### src/rtl/serial_addsub_mux.sv
// ---------------------------------------------------------------------------
// serial_addsub_mux
//   Multi-cycle add/subtract unit. Operands are consumed DIGIT bits per clock,
//   LSB first, through a chain of DIGIT mux-based full-adder cells. The full
//   WIDTH-bit result appears after L = WIDTH/DIGIT RUN cycles.
//   Subtraction is a - b - cin, formed as a + ~b + ~cin.
//
// Parameters
//   WIDTH   operand/result width (>= 2)
//   DIGIT   bits processed per cycle (must divide WIDTH)
//
// Ports
//   clk     rising-edge clock
//   rst     synchronous reset, active-high
//   start   request, sampled only in IDLE or DONE
//   mode    0 = add, 1 = subtract
//   a, b    operands, captured on accept
//   cin     carry-in (add) / borrow-in (sub), captured on accept
//   busy    high while in RUN
//   done    one-cycle pulse when result/cout/ovf become valid
//   result  sum/difference, held until the next completed operation
//   cout    carry-out (add) / borrow-out (sub)
//   ovf     two's-complement signed overflow
//
// Configuration
//   SERIAL_ADDSUB_SATURATE_EN  when defined, an overflowing result is clamped
//   to the most positive/negative value according to the sign of A; cout and
//   ovf still report the unclamped arithmetic.
// ---------------------------------------------------------------------------
module serial_addsub_mux #(
  parameter int WIDTH = 8,
  parameter int DIGIT = 1
) (
  input  logic             clk,
  input  logic             rst,
  input  logic             start,
  input  logic             mode,
  input  logic [WIDTH-1:0] a,
  input  logic [WIDTH-1:0] b,
  input  logic             cin,
  output logic             busy,
  output logic             done,
  output logic [WIDTH-1:0] result,
  output logic             cout,
  output logic             ovf
);

  localparam int L  = WIDTH / DIGIT;
  localparam int CW = (L > 1) ? $clog2(L) : 1;

  typedef enum logic [1:0] {
    S_IDLE = 2'd0,
    S_RUN  = 2'd1,
    S_DONE = 2'd2
  } state_t;

  state_t           r_state;
  logic [WIDTH-1:0] r_a;
  logic [WIDTH-1:0] r_b;
  logic [WIDTH-1:0] r_sum;
  logic             r_carry;
  logic             r_mode;
  logic [CW-1:0]    r_cnt;
`ifdef SERIAL_ADDSUB_SATURATE_EN
  logic             r_a_sign;
`endif

  logic [WIDTH-1:0] w_sum_next;
  logic [WIDTH-1:0] w_result;
  logic             w_carry_out;
  logic             w_carry_msb;
  logic             w_cout;
  logic             w_ovf;
  logic             w_last;

  // Chain of DIGIT mux cells. Each cell uses {a,b} as the select of two 4:1
  // muxes: sum picks from {c,~c,~c,c}, carry from {0,c,c,1}.
  always_comb begin
    logic       v_c;
    logic [1:0] v_sel;
    logic [3:0] v_sum_tbl;
    logic [3:0] v_cry_tbl;
    // NOTE: every combinational output gets a default first so no path leaves
    // it unassigned, which would otherwise infer a latch.
    w_sum_next  = r_sum >> DIGIT;
    w_carry_msb = 1'b0;
    v_c         = r_carry;
    for (int i = 0; i < DIGIT; i++) begin
      // Carry entering the top cell; on the final digit this is the carry
      // into the operand MSB, needed for signed overflow.
      if (i == DIGIT - 1) w_carry_msb = v_c;
      v_sel     = {r_a[i], r_b[i]};
      v_sum_tbl = {v_c, ~v_c, ~v_c, v_c};
      v_cry_tbl = {1'b1, v_c, v_c, 1'b0};
      w_sum_next[WIDTH-DIGIT+i] = v_sum_tbl[v_sel];
      v_c       = v_cry_tbl[v_sel];
    end
    w_carry_out = v_c;
  end

  assign w_last = (r_cnt == CW'(L - 1));
  assign w_cout = r_mode ? ~w_carry_out : w_carry_out;
  assign w_ovf  = w_carry_msb ^ w_carry_out;

`ifdef SERIAL_ADDSUB_SATURATE_EN
  localparam logic [WIDTH-1:0] MAX_POS = {1'b0, {(WIDTH-1){1'b1}}};
  localparam logic [WIDTH-1:0] MIN_NEG = {1'b1, {(WIDTH-1){1'b0}}};
  assign w_result = w_ovf ? (r_a_sign ? MIN_NEG : MAX_POS) : w_sum_next;
`else
  assign w_result = w_sum_next;
`endif

  // NOTE: all state here uses non-blocking assignments so every register
  // samples pre-edge values, regardless of statement order.
  always_ff @(posedge clk) begin
    if (rst) begin
      r_state  <= S_IDLE;
      r_a      <= '0;
      r_b      <= '0;
      r_sum    <= '0;
      r_carry  <= 1'b0;
      r_mode   <= 1'b0;
      r_cnt    <= '0;
`ifdef SERIAL_ADDSUB_SATURATE_EN
      r_a_sign <= 1'b0;
`endif
      busy     <= 1'b0;
      done     <= 1'b0;
      result   <= '0;
      cout     <= 1'b0;
      ovf      <= 1'b0;
    end else begin
      case (r_state)
        S_RUN: begin
          r_a     <= r_a >> DIGIT;
          r_b     <= r_b >> DIGIT;
          r_sum   <= w_sum_next;
          r_carry <= w_carry_out;
          r_cnt   <= r_cnt + CW'(1);
          if (w_last) begin
            r_state <= S_DONE;
            busy    <= 1'b0;
            done    <= 1'b1;
            result  <= w_result;
            cout    <= w_cout;
            ovf     <= w_ovf;
          end
        end
        default: begin  // S_IDLE and S_DONE accept a new request
          done <= 1'b0;
          if (start) begin
            r_state  <= S_RUN;
            r_a      <= a;
            r_b      <= mode ? ~b : b;
            r_mode   <= mode;
            r_carry  <= mode ? ~cin : cin;
            r_cnt    <= '0;
`ifdef SERIAL_ADDSUB_SATURATE_EN
            r_a_sign <= a[WIDTH-1];
`endif
            busy     <= 1'b1;
          end else begin
            r_state <= S_IDLE;
          end
        end
      endcase
    end
  end

endmodule
### config.mk
export PLATFORM = sky130hd
export DESIGN_NAME = serial_addsub_mux
export DESIGN_NICKNAME = d
export VERILOG_FILES = /design/src/rtl/serial_addsub_mux.sv
export SDC_FILE = /design/constraint.sdc
export NUM_CORES = 1
export LEC_CHECK = 0
export ABC_CLOCK_PERIOD_IN_PS = 1500
export CORE_ASPECT_RATIO = 0.5
export CORE_MARGIN = 3
export CORE_UTILIZATION = 40
export DETAILED_ROUTE_END_ITERATION = 6
export PLACE_DENSITY_LB_ADDON = 0.05
export SYNTH_ARGS = -nofsm -noshare
export SYNTH_HDL_FRONTEND = slang
export SYNTH_SLANG_ARGS = --single-unit
### constraint.sdc
create_clock -name clk -period 1.5 [get_ports clk]
set_clock_uncertainty 0.1 [all_clocks]
set_input_delay 0.225 -clock clk [delete_from_list [all_inputs] [get_ports clk]]
set_output_delay 0.225 -clock clk [all_outputs]
set_load 0.02 [all_outputs]
==> results.cfg, run 1 <==
[critical_path]
r2r_start = r_cnt[0]
reg2reg_slack_ps = 70
crit_type = reg2reg
crit_top_cell = ha_4
crit_fanout = 9
worstSetupEndpointType = flop
reg2reg_depth = 6
r2r_end = result[7]
slowest_delay_ps = 340
cp.arrival_ps = 1510
critPathRequiredTime_ps = 1570
slowest_stage = dfxtp_2
cp-start-kind = flop
crit_chain = ha_4 > ha_4 > and3b_2 > buf_12 > nor2_1 > a211oi_2

[timing]
setup_viol = 0
slew-limit-headroom = 0.747
timing.final.crit_share = 0.956
grt_setup_unrepaired = false
finalMaxSlewViolations = 0
tightest_slew_ps = 380
tns_ps = 0
setup_slack_ps = 66.4
hold_viol_final = 0
fin_crit_ps = 1430
fmax_mhz = 698

[route]
routedWlPerCell_um = 11.8
drtIter0Drc = 85
drc = 0
via_per_inst = 4.90
vias = 1493
drt_pre_antenna_iters = 4
drt-total-wl_mm = 3.60
postRouteAntennaNets = 0

[placed_design]
place.gp.congestion = 0.741
dpl.hpwl_mm = 2.46
place_area_sq_mm = 0.00229
io_buffers = 32
dp_slack_ps = -65.3

[flow_run]
cap_violations = 0

[power_and_ir_drop]
peakVddDrop_uv = 402
power.density_mw_per_mm2 = 941
switching_share = 0.250
p_sw_mw = 0.567
power.internal_mw = 1.70
seqPwrFrac = 0.528
p_clk_frac = 0.334
p_leak_nw = 0.960
p_comb_frac = 0.139

[cts]
hold_buffers = 0
htreeDepth = 2
path_clk_slew_ps = 80
cts_root_buf = clkbuf_8
clockBufferDepth = 2
cts_num_sinks = 42
worstSkewPairLatency_ps = 290
cts_buffers = 5
cts_tree = built

[global_routing]
grt_first_pass_wirelength_mm = 6.18
grt_pass1_vias = 1361
gr-usage-all-layers = 0.146
grt_max_degree = 33
antenna_found_initial = 0
grt_overflow_total = 0

[finish]
antennaDiodeCount = 0
fill_cells = 393
final-seq-area_sq_um = 843
area_growth_pct = 29.9
final_area_sq_mm = 0.00241
final_cell_mix = 40 x dfxtp_1, 36 x nand2_1, 24 x a21oi_1, 20 x nor2_1, 20 x clkdlybuf4s50_1
drive_gt1_frac = 0.131
nNetsFinal = 276
final_core_util = 0.579
multi_input_area_sq_um = 933
final_common_cell = dfxtp_1

[min_path]
hold_depth = 2
min_path_type = reg2reg
min_to = result[3]
worstHoldStart = result[3]

[floorplan]
die_h_um = 54.2
core-area_sq_mm = 0.00416
dieArea_sq_mm = 0.00554
initial_core_util = 0.446
die_w_um = 102
rows = 16
boundaryPins = 33

[synthesis]
synth_seq_area_share = 0.453
syn_area_per_cell_sq_um = 8.75
synth_seq_cells = 42
synth_cells = 212
synth_cell_types = 27
ys_warn_count = 0
synth_fp_nets = 238
syn_area_sq_mm = 0.00186

[status]
outcome = completed
-- area by class of cell --
class,instances,share of cell area
clock buffers,6,0.0343
clock inverters,2,0.00519
inverters,4,0.00623
multi-input cells,150,0.387
flip-flops and latches,42,0.350
well taps,54,0.0280
repair buffers,47,0.189
-- registers in the layout (all words and copies together), names as in the netlist, 2 cells and up --
name and count:
r_sum 7, r_cnt 3, r_b 8, r_state 2
result 8, r_a 8
-- cells by family (layout without fill, tap and decap cells) --
family / after synthesis / count (layout) / synth area share
xor+xnor: 10 / 10 / 0.0472
compound gates: 52 / 52 / 0.185
fa+ha+maj: 5 / 5 / 0.0337
buf+inv: 20 / 59 / 0.0607
flops: 42 / 42 / 0.453
mux: 8 / 8 / 0.0432
simple gates: 75 / 75 / 0.177
-- metrics by stage --
step | hold WS (ps) | cells | power (mW)
3_3_place_gp | 337 | 296 | 1.52
5_1_grt | 375 | 305 | 2.38
2_1_floorplan | 320 | 212 | 1.42
4_1_cts | 355 | 304 | 2.29
3_5_place_dp | 346 | 296 | 1.53
6_report | 352 | 305 | 2.27
-- power by group through the flow --
stage	Sequential, mW	Clock (mW)	Combinational, mW
finish	1.20	0.756	0.314
global route	1.20	0.823	0.351
CTS	1.20	0.781	0.309
detailed placement	1.22	0	0.309
global placement	1.22	0	0.304
floorplan	1.22	0	0.208
-- worst max-delay path: cells and delay by family, from the launching register on --
| family | cells | cell delay [ps] |
|---|---|---|
| AOI/OAI and AO/OA | 1 | 60 |
| adders and majority gates | 2 | 330 |
| buffers and inverters | 1 | 140 |
| DFF | 1 | 340 |
| and+or+nand+nor | 2 | 340 |
-- metal layers --
metal,wire length [um],share of wire,track usage
met5,0,0,0
met2,1500,0.42,0.232
met3,180,0.050,0.0543
met1,1900,0.53,0.191
met4,19,0.0053,0.0327
-- synthesized netlist by cell type --
library cell,number,area (sq um)
a2111oi_2,1,15.0
a211o_1,8,70.1
a211oi_1,10,75.1
a21oi_1,24,120
a21oi_2,2,17.5
and2b_1,1,7.51
and2b_4,1,10.0
and3b_1,1,8.76
buf_2,6,30.0
buf_4,4,30.0
buf_6,2,22.5
clkbuf_1,4,15.0
dfxtp_1,42,841
ha_1,5,62.6
inv_1,4,15.0
mux2i_1,8,80.1
nand2_1,36,135
nand2b_1,3,18.8
nand3_1,4,20.0
nand3b_1,3,22.5
nor2_1,20,75.1
nor2b_1,1,6.26
nor3_1,5,25.0
o21a_1,2,15.0
o21ai_0,3,15.0
o31ai_1,2,15.0
xnor2_1,10,87.6
-- timing repair --
item                       in CTS  in global routing
setup buffers                   0                  1
resized for setup              16                  4
setup endpoints to repair      14                  6
-- worst max path at each step --
stage,start,end,slack [ps],cells after the start
floorplan,r_cnt[0],ovf,110,6
global placement,mode,r_carry,-40,5
detailed placement,mode,r_b[6],-70,5
CTS,r_cnt[1],result[7],0.1,6
global route,r_cnt[0],result[7],3,6
finish,r_cnt[0],result[7],70,6
(Power assumes the default switching activity.)
==> inputs of run 2 (changes only) <==
--- a/config.mk
+++ b/config.mk
@@ -5,9 +5,9 @@
 export SDC_FILE = /design/constraint.sdc
 export NUM_CORES = 1
 export LEC_CHECK = 0
+export ABC_AREA = 1
 export ABC_CLOCK_PERIOD_IN_PS = 1500
 export CORE_ASPECT_RATIO = 0.5
-export CORE_MARGIN = 3
 export CORE_UTILIZATION = 40
 export DETAILED_ROUTE_END_ITERATION = 6
 export PLACE_DENSITY_LB_ADDON = 0.05
==> results.cfg, run 2 <==
[placed_design]
io_buffers = 32
dpl.hpwl_mm = 2.89
dp_slack_ps = -61.4
place.gp.congestion = 0.811

[critical_path]
slowest_stage = dfxtp_1
worstSetupEndpointType = flop
slowest_delay_ps = 360
critPathRequiredTime_ps = 1600
crit_type = reg2reg
crit_chain = ha_1 > ha_1 > nand2_4 > inv_2 > and2_1 > nor2_1
cp.arrival_ps = 1470
crit_fanout = 11
path_delay_family = adder cells
worst-path-buf-inv = 1
crit_top_cell = ha_1
cp-start-kind = flop

[route]
drc = 0
drt-total-wl_mm = 3.83
drt_pre_antenna_iters = 6
drtIter0Drc = 68
via_per_inst = 4.64
vias = 1683
postRouteAntennaNets = 0
routedWlPerCell_um = 10.5

[finish]
final-seq-area_sq_um = 841
area_growth_pct = 30.0
fill_cells = 460
final_cell_mix = 70 x nand2_1, 42 x dfxtp_1, 32 x nor2_1, 29 x nand3_1, 28 x inv_1
drive_gt1_frac = 0.108
reg_top3 = r_a: 8 flops, r_b: 8 flops, result: 8 flops
final_core_util = 0.546
final_common_cell = nand2_1
nNetsFinal = 331
multi_input_area_sq_um = 857
antennaDiodeCount = 0

[floorplan]
initial_core_util = 0.420
boundaryPins = 33
die_w_um = 98.4
core-area_sq_mm = 0.00442
die_h_um = 50.2
dieArea_sq_mm = 0.00493
rows = 17

[cts]
cts_setup_buffers = 0
clockBufferDepth = 2
cts_num_sinks = 42
hold_buffers = 0
worstSkewPairLatency_ps = 290
cts_buffers = 5
cts_root_buf = clkbuf_8
cts_tree = built
path_clk_slew_ps = 90
htreeDepth = 2

[power_and_ir_drop]
power.density_mw_per_mm2 = 939
p_sw_mw = 0.590
peakVddDrop_uv = 371
power.internal_mw = 1.68
switching_share = 0.260
p_leak_nw = 1.14
p_comb_frac = 0.134
seqPwrFrac = 0.522
p_clk_frac = 0.343

[synthesis]
synth_cells = 258
ys_warn_count = 0
synth_cell_types = 20
synth_seq_cells = 42
syn_area_sq_mm = 0.00186
syn_area_per_cell_sq_um = 7.20
synth_seq_area_share = 0.453
synth_area_leaders = dfxtp_1 45%, nand2_1 15%, nand3_1 7.8%
synth_fp_nets = 284
yosysTopAreaCellShare = 0.453
synth_largest_area_cell = dfxtp_1
synth.most_common_cell = nand2_1
synth_async_sr_flop_share = 0
synth_edf_count = 0
synth_common_cells = 72 x nand2_1, 42 x dfxtp_1, 32 x nor2_1
synth_flop_cell = dfxtp_1

[timing]
timing.final.crit_share = 0.918
fin_crit_ps = 1380
slew-limit-headroom = 0.775
fmax_mhz = 726
setup_viol = 0
hold_viol_final = 0
grt_setup_unrepaired = false
finalMaxSlewViolations = 0
setup_slack_ps = 123
holdWs_ps = 360
tightest_slew_ps = 335

[status]
outcome = completed

[global_routing]
grt_pass1_vias = 1513
antenna_found_initial = 0
grt_first_pass_wirelength_mm = 6.63
grt_overflow_total = 0
gr-usage-all-layers = 0.171
grt_max_degree = 17

[min_path]
min_path_type = reg2reg

[flow_run]
cap_violations = 0
==> run 2: final timing paths <==
kind | start | endpoint | slack, ps | depth (start not counted)
setup / recovery | r_cnt[0] | result[7] | 120 | 6
hold / removal | r_a[3] | r_a[2] | 360 | 2
setup reg to reg | r_cnt[0] | result[7] | 120 | 6
hold reg to reg | r_a[3] | r_a[2] | 360 | 2
==> run 2: stage by stage <==
step,power [mW],instance area (sq um),cells,setup TNS [ps]
floorplan,1.38,1860,258,0
global placement,1.51,2330,355,-29.8
CTS,2.29,2410,363,0
global route,2.37,2410,363,0
finish,2.27,2410,363,0
detailed placement,1.52,2330,355,-250
==> run 2: metal layers <==
layer	vias to the layer above	global-route usage	wire, um
met5	-	0	0
met4	0	0.0373	0
met3	0	0.0501	151
met2	31	0.264	1570
met1	754	0.239	2100
li1	898	-	-
==> run 2: kinds of logic (layout without fill, tap and decap cells) <==
group	count (synthesis)	in the layout	share of synthesized area
AND/OR/NAND/NOR	137	137	0.308
flip-flops	42	42	0.453
buffers and inverters	40	88	0.0883
AO/OA/AOI/OAI	25	25	0.0748
XOR/XNOR	9	9	0.0425
adder cells (fa/ha/maj)	5	5	0.0337
==> run 2: cell type report <==
type	count	area share
Inverter	31	0.0482
Multi-Input combinational cell	176	0.355
Clock inverter	2	0.00518
Timing Repair Buffer	49	0.179
Clock buffer	6	0.0342
Sequential cell	42	0.348
Tap cell	57	0.0295
==> run 2: repair_timing <==
action | 4_1_cts | 5_1_grt
gates cloned | 0 | 0
setup endpoints to repair | 12 | 11
gates resized for setup | 12 | 2
==> run 2: power by group through the flow <==
stage	registers [mW]	clock network, mW	logic, mW
3_3_place_gp	1.21	0	0.301
2_1_floorplan	1.21	0	0.176
5_1_grt	1.19	0.839	0.344
4_1_cts	1.18	0.803	0.305
6_report	1.18	0.778	0.304
3_5_place_dp	1.21	0	0.306
==> run 2: tightest hold or removal path, cell delays in order, from the launching register on <==
cell and delay, ps:
dfxtp_1 320, nand2_1 60, nand2_1 40
==> inputs of run 3 (changes only) <==
--- a/config.mk
+++ b/config.mk
@@ -11,6 +11,7 @@
 export CORE_UTILIZATION = 40
 export DETAILED_ROUTE_END_ITERATION = 6
 export PLACE_DENSITY_LB_ADDON = 0.05
+export SLEW_MARGIN = 0
 export SYNTH_ARGS = -nofsm -noshare
 export SYNTH_HDL_FRONTEND = slang
 export SYNTH_SLANG_ARGS = --single-unit
==> results of run 3 <==
No change in the layout: final DEF, timing and power equal those of run 2.
